**src/rtl/irq_pkg.sv**
```systemverilog
`default_nettype none
// ============================================================================
//  Module      : irq_pkg
//  Description : Shared constants, index-width helper and ack-index type used
//                by the pending-capture stage and the downstream encoder.
//  Revision    : 1.0  initial release
// ============================================================================
package irq_pkg;

    // Default number of request lines; matches the encoder's default width.
    localparam int c_DEFAULT_WIDTH = 4;

    // Index width for a given line count; never returns 0 so a 1-line build
    // still has a legal index port.
    function automatic int idx_w(input int width);
        return (width > 1) ? $clog2(width) : 1;
    endfunction

    // Ack/encoder index type at the default width.
    typedef logic [idx_w(c_DEFAULT_WIDTH)-1:0] ack_idx_t;

endpackage
`default_nettype wire

```
**src/rtl/irq_pending_capture_if.sv**
```systemverilog
`default_nettype none
// ============================================================================
//  Module      : irq_pending_capture_if
//  Description : Request/ack/pending bundle between the request source and
//                consumer (master) and the pending-capture stage (slave).
//  Revision    : 1.0  initial release
// ============================================================================
interface irq_pending_capture_if
    import irq_pkg::*;
#(
    parameter int WIDTH = c_DEFAULT_WIDTH
);
    localparam int IDXW = idx_w(WIDTH);

    logic [WIDTH-1:0] req_in;
    logic [WIDTH-1:0] en;
    logic             ack;
    logic [IDXW-1:0]  ack_idx;
    logic             ovf_clr;
    logic [WIDTH-1:0] pending;
    logic             any_pending;
    logic [WIDTH-1:0] overflow;

    modport master (
        output req_in, en, ack, ack_idx, ovf_clr,
        input  pending, any_pending, overflow
    );

    modport slave (
        input  req_in, en, ack, ack_idx, ovf_clr,
        output pending, any_pending, overflow
    );

endinterface
`default_nettype wire

```
**src/rtl/irq_sync2.sv**
```systemverilog
`default_nettype none
// ============================================================================
//  Module      : irq_sync2
//  Description : Single-bit two-flop synchronizer for an asynchronous request
//                line; both stages reset to 0.
//  Revision    : 1.0  initial release
// ============================================================================
module irq_sync2 (
    input  wire logic clk,
    input  wire logic rst,
    input  wire logic d,
    output logic      q
);
    logic r_meta;
    logic r_sync;

    // Two back-to-back stages; the first may go metastable, the second is used.
    always_ff @(posedge clk or posedge rst) begin
        if (rst) begin
            r_meta <= 1'b0;
            r_sync <= 1'b0;
        end else begin
            r_meta <= d;
            r_sync <= r_meta;
        end
    end

    assign q = r_sync;

endmodule
`default_nettype wire

```
**src/rtl/irq_pending_capture.sv**
```systemverilog
`default_nettype none
// ============================================================================
//  Module      : irq_pending_capture
//  Description : Latches rising edges of request lines into a sticky pending
//                vector, cleared per bit by an indexed ack. Edges landing on a
//                bit that is still pending set a sticky overflow flag. The
//                pending output is masked by a per-bit enable.
//                Build option IRQ_SYNC_EN inserts a 2-flop synchronizer on
//                every request line (capture latency 3 instead of 1).
//  Revision    : 1.0  initial release
// ============================================================================
module irq_pending_capture
    import irq_pkg::*;
#(
    parameter int WIDTH = c_DEFAULT_WIDTH
) (
    input  wire logic            clk,
    input  wire logic            rst,
    irq_pending_capture_if.slave bus
);
    localparam int IDXW = idx_w(WIDTH);

    logic [WIDTH-1:0] w_req_s;
    logic [WIDTH-1:0] w_edge;
    logic [WIDTH-1:0] w_clr;
    logic [WIDTH-1:0] w_pending;
    logic [WIDTH-1:0] r_req_prev;
    logic [WIDTH-1:0] r_pend;
    logic [WIDTH-1:0] r_ovf;

`ifdef IRQ_SYNC_EN
    // Asynchronous sources: resynchronize every line before edge detection.
    for (genvar gi = 0; gi < WIDTH; gi++) begin : g_sync
        irq_sync2 u_sync (
            .clk (clk),
            .rst (rst),
            .d   (bus.req_in[gi]),
            .q   (w_req_s[gi])
        );
    end
`else
    // Sources are already synchronous to clk.
    assign w_req_s = bus.req_in;
`endif

    assign w_edge = w_req_s & ~r_req_prev;

    // Decode the ack strobe into a one-hot clear; out-of-range indices match nothing.
    always_comb begin
        w_clr = '0;
        for (int i = 0; i < WIDTH; i++) begin
            w_clr[i] = bus.ack && (bus.ack_idx == IDXW'(i));
        end
    end

    // Edge history, pending and overflow state; a new edge beats a same-cycle
    // ack, and an overflow clear beats a same-cycle lost event.
    always_ff @(posedge clk or posedge rst) begin
        if (rst) begin
            r_req_prev <= '0;
            r_pend     <= '0;
            r_ovf      <= '0;
        end else begin
            r_req_prev <= w_req_s;
            r_pend     <= (r_pend & ~w_clr) | w_edge;
            r_ovf      <= bus.ovf_clr ? '0 : (r_ovf | (w_edge & r_pend & ~w_clr));
        end
    end

    // Outputs depend only on state and enable, never on ack or req_in.
    assign w_pending       = r_pend & bus.en;
    assign bus.pending     = w_pending;
    assign bus.any_pending = |w_pending;
    assign bus.overflow    = r_ovf;

endmodule
`default_nettype wire

```
**src/flat_wrapper.sv**
```systemverilog
// flat-port wrapper written by rule: the top's interface ports become plain ports
module irq_pending_capture_flat import irq_pkg::*;
#(
    parameter int WIDTH = c_DEFAULT_WIDTH
)
  (clk, rst, bus_req_in, bus_en, bus_ack, bus_ack_idx, bus_ovf_clr, bus_pending, bus_any_pending, bus_overflow);
  irq_pending_capture_if #(.WIDTH(WIDTH)) bus_i ();
  input  wire logic clk;
  input  wire logic rst;
  input wire logic [$bits(bus_i.req_in)-1:0] bus_req_in;
  input wire logic [$bits(bus_i.en)-1:0] bus_en;
  input wire logic [$bits(bus_i.ack)-1:0] bus_ack;
  input wire logic [$bits(bus_i.ack_idx)-1:0] bus_ack_idx;
  input wire logic [$bits(bus_i.ovf_clr)-1:0] bus_ovf_clr;
  output wire logic [$bits(bus_i.pending)-1:0] bus_pending;
  output wire logic [$bits(bus_i.any_pending)-1:0] bus_any_pending;
  output wire logic [$bits(bus_i.overflow)-1:0] bus_overflow;
  assign bus_i.req_in = bus_req_in;
  assign bus_i.en = bus_en;
  assign bus_i.ack = bus_ack;
  assign bus_i.ack_idx = bus_ack_idx;
  assign bus_i.ovf_clr = bus_ovf_clr;
  assign bus_pending = bus_i.pending;
  assign bus_any_pending = bus_i.any_pending;
  assign bus_overflow = bus_i.overflow;
  irq_pending_capture #(.WIDTH(WIDTH)) u_core (.clk(clk), .rst(rst), .bus(bus_i));
endmodule
```
**config.mk**
```make
export PLATFORM = sky130hd
export DESIGN_NAME = irq_pending_capture_flat
export DESIGN_NICKNAME = d
export VERILOG_FILES = /design/src/rtl/irq_pkg.sv /design/src/rtl/irq_pending_capture_if.sv /design/src/rtl/irq_sync2.sv /design/src/rtl/irq_pending_capture.sv /design/src/flat_wrapper.sv
export SDC_FILE = /design/constraint.sdc
export NUM_CORES = 1
export LEC_CHECK = 0
export CAP_MARGIN = 20
export CORE_AREA = 3 3 40 42
export DETAILED_ROUTE_END_ITERATION = 8
export DIE_AREA = 0 0 43 45
export DONT_BUFFER_PORTS = 1
export GPL_ROUTABILITY_DRIVEN = 0
export RECOVER_POWER = 25
export SYNTH_ARGS = -nofsm -noshare
export SYNTH_HDL_FRONTEND = slang
export SYNTH_SLANG_ARGS = --single-unit
```
**constraint.sdc**
```tcl
create_clock -name clk -period 1.2 [get_ports clk]
set_input_delay 0.24 -clock clk [delete_from_list [all_inputs] [get_ports clk]]
set_output_delay 0.24 -clock clk [all_outputs]
set_load 0.01 [all_outputs]
```
==> results_tabular.tex <==
\begin{tabular}{lr}
\hline
Metric & Value \\
\hline
\multicolumn{2}{l}{\textbf{Run status}} \\
Status & complete, but fails checks \\
Violated checks & negative setup slack \\
\multicolumn{2}{l}{\textbf{Synthesis}} \\
Most frequent cells after synthesis & 13 x sky130\_fd\_sc\_hd\_\_inv\_1, 12 x sky130\_fd\_sc\_hd\_\_dfrtp\_1, 8 x sky130\_fd\_sc\_hd\_\_o22ai\_1 \\
Leading cell types by total area after synthesis & sky130\_fd\_sc\_hd\_\_dfrtp\_1 58\%, sky130\_fd\_sc\_hd\_\_o22ai\_1 9.7\%, sky130\_fd\_sc\_hd\_\_inv\_1 9.5\% \\
\#FFs+latches synth & 12 \\
Number of synthesized flops with an enable pin & 0 \\
Avg Inst Size Synth & 11.18 sq um \\
Area share of the largest cell type after synthesis & 58.39\% \\
Library cell with the highest instance count after synthesis & sky130\_fd\_sc\_hd\_\_inv\_1 \\
Main synth FF type & sky130\_fd\_sc\_hd\_\_dfrtp\_1 \\
Count of distinct cell types in the synthesized netlist & 10 \\
Fraction of registers with async set or reset after synthesis & 100.0\% \\
Post-synthesis cell count & 46 \\
Synth Net Count & 60 \\
Proportion of synthesized chip area in sequential cells & 58.39\% \\
Netlist area before placement & 514.2 sq um \\
Biggest area consumer among synthesized cells & sky130\_fd\_sc\_hd\_\_dfrtp\_1 \\
Count of yosys warnings during synthesis & 0 \\
\multicolumn{2}{l}{\textbf{Power}} \\
Overall Power & 0.9419 mW \\
Clk pwr share & 34.6\% \\
Pwr/cell area & 1349 mW/mm\^{}2 \\
Switching share of power & 23.98\% \\
Worst IR Drop VDD & 0.8599 mV \\
Leakage power figure & 0.3522 nW \\
Logic gate share of total power & 16.5\% \\
Net switching component of the power & 0.2258 mW \\
Internal power of the cells & 0.7161 mW \\
Power share of the sequential group & 48.9\% \\
\multicolumn{2}{l}{\textbf{Layout}} \\
Number of inserted diodes & 0 \\
Synth-to-Final Area Change & 35.77\% \\
Number of cells in the finished layout apart from fillers & 79 \\
Net total in the final layout & 79 \\
Share of post-route cells with drive strength above 1 & 28.13\% \\
Final cell utilization of the core & 54.33\% \\
\multicolumn{2}{l}{\textbf{Flow run}} \\
MaxCap Viol Count & 0 \\
\multicolumn{2}{l}{\textbf{Worst setup path}} \\
Worst path required time & 0.96 ns \\
Beginning of the critical path & u\_core.r\_pend[1]\$\_DFF\_PP0\_ \\
Type of element launching the critical path & flip-flop \\
Logic depth of the worst register-to-register path & 4 \\
Slowest stage delay, CP & 0.53 ns \\
Maximum net fanout on the critical path & 2 \\
Sequence of cells on the critical path & and2\_4, or4\_4 \\
CP max-delay cell & sky130\_fd\_sc\_hd\_\_or4\_4 \\
Kind of critical path & reg -> out \\
Reg2Reg Launch Point & u\_core.r\_pend[2]\$\_DFF\_PP0\_ \\
Kind of end point of the critical path & primary output \\
Data arrival time at the worst-slack endpoint & 1.34 ns \\
\multicolumn{2}{l}{\textbf{Global routing}} \\
Aggregate global-route resource usage & 13.37\% \\
First-pass GRT wire length & 1.828 mm \\
Gr ovfl total & 0 \\
Vias in the first global route & 412 \\
Pin count of the biggest net entering global routing & 13 \\
Number of antenna violations at the first check in global routing & 0 \\
\multicolumn{2}{l}{\textbf{Placed design}} \\
IO Port Bufs & 0 \\
DP Wirelength & 857.5 um \\
Number of cells in the design after placement & 68 \\
\multicolumn{2}{l}{\textbf{Floorplan}} \\
Chip height & 45 um \\
Total Die Area & 0.001935 sq mm \\
Die width & 43 um \\
I/O pin cnt & 23 \\
Number of core rows & 13 \\
Core Region & 0.001285 sq mm \\
Initial cell density of the core & 40.02\% \\
\multicolumn{2}{l}{\textbf{Timing}} \\
Worst clock skew & 0.01263 ns \\
Max-slew headroom & 69.85\% \\
Setup TNS after final layout & -0.3758 ns \\
Post-route fraction of the period consumed by the critical path & 131.3\% \\
Measured slew at the worst slew-check pin & 0.4517 ns \\
Number of failing hold endpoints at the final stage & 0 \\
Final Slew Violations & 0 \\
Setup repair after global routing missed its margin & yes \\
Top achievable clock speed & 634.6 MHz \\
Clock period minus worst slack & 1.576 ns \\
Final setup violation count & 1 \\
Post-route setup slack & -0.3758 ns \\
\multicolumn{2}{l}{\textbf{Detailed routing}} \\
Count of routing violations after the opening detailed-route iteration & 4 \\
Vias & 391 \\
Final routed DRC violation total & 0 \\
Vias per cell & 4.949 \\
Wirelength, routed & 1.180 mm \\
Number of routed nets with antenna violations & 0 \\
Post-DR wirelength/cell & 14.94 um \\
Router iterations before antenna repair & 2 \\
\multicolumn{2}{l}{\textbf{Worst hold path}} \\
Beginning of the worst hold path & bus\_ovf\_clr \\
Worst hold stages & 1 \\
Min-Delay Path Class & in -> reg \\
\multicolumn{2}{l}{\textbf{Clocking}} \\
CTS clk-pin slew, worst paths & 0.08 ns \\
Buffers from clock root to sink, at most & 2 \\
Number of H-tree levels & 1 \\
Clk Tree Root Cell & sky130\_fd\_sc\_hd\_\_clkbuf\_4 \\
Number of CTS-inserted buffers & 3 \\
TritonCTS clock tree & built \\
Clock net sink count & 12 \\
Worst skew pair latency & 0.28 ns \\
\hline
\end{tabular}
==> stage by stage <==
stage | hold WS (ns) | area (sq um) | setup WS, ns
after floorplan | 0.1047 | 516.7 | -0.09415
after global placement | 0.1598 | 588.1 | -0.07835
after detailed placement | 0.1679 | 588.1 | -0.09077
after CTS | 0.05129 | 681.9 | -0.3882
after global routing | 0.04790 | 698.2 | -0.4218
final | 0.05634 | 698.2 | -0.3758
==> power by group through the flow <==
stage / combinational [mW] / sequential (mW) / clock, mW
final: 0.155 / 0.461 / 0.326
after detailed placement: 0.124 / 0.470 / 0
after CTS: 0.144 / 0.461 / 0.333
after floorplan: 0.0749 / 0.466 / 0
after global routing: 0.170 / 0.465 / 0.343
after global placement: 0.122 / 0.468 / 0
==> worst paths after layout <==
check	endpoint	slack (ns)
max	bus_any_pending	-0.38
min	u_core.bus.overflow[1]$_DFF_PP0_	0.06
max reg2reg	u_core.bus.overflow[2]$_DFF_PP0_	0.28
min reg2reg	u_core.r_pend[3]$_DFF_PP0_	0.46
max in group asynchronous	u_core.r_req_prev[0]$_DFF_PP0_	0.48
min in group asynchronous	u_core.r_req_prev[2]$_DFF_PP0_	0.39
==> what timing repair did <==
item                                   4_1_cts  5_1_grt
hold buffers                                 5        0
cloned                                       0        0
endpoints found under the hold margin       16        0
setup buffers                                1        1
pin swaps                                    1        0
gates resized for setup                      0        3
setup endpoints to repair                    2        4
==> per-layer routing <==
metal,GRT usage (%),up-vias,part of all wire (%)
met5,0,-,0
met4,5.422,0,1.0
met3,8.367,2,10
met2,21.56,15,50
met1,14.14,181,39
li1,-,193,-
==> layout make-up <==
cell class | count | area (sq um)
fillers | 114 | 586.8
repair buffers | 14 | 121.4
inverters | 13 | 48.80
well taps | 15 | 18.77
clock buffers | 4 | 36.28
flip-flops and latches | 12 | 300.3
multi-input cells | 21 | 172.7
==> layout by cell type, fill, tap and decap left out, drive strengths merged <==
cell / count
o22ai: 8
clkbuf: 5
inv: 13
dlygate4sd3: 5
and3b: 2
or4: 1
dfrtp: 12
and2: 4
and3: 1
buf: 8
nor3b: 1
nand4bb: 4
==> sequential cells by signal, indices dropped and copies added, names as in the netlist <==
name and flops:
u_core.bus.overflow 4, u_core.r_pend 4, u_core.r_req_prev 4
==> worst max-delay path, delay by kind of cell (launching register included) <==
family,cells,cell delay [ns]
simple gates,2,0.67
flops,1,0.39
==> logic make-up after synthesis <==
logic type             after synthesis  share of synthesized area (%)
DFF                                 12                          58.39
buffers and inverters               13                          9.490
AOI/OAI and AO/OA                    8                          9.733
and+or+nand+nor                     13                          22.39
Note: power is estimated with default switching activity, not from simulation.
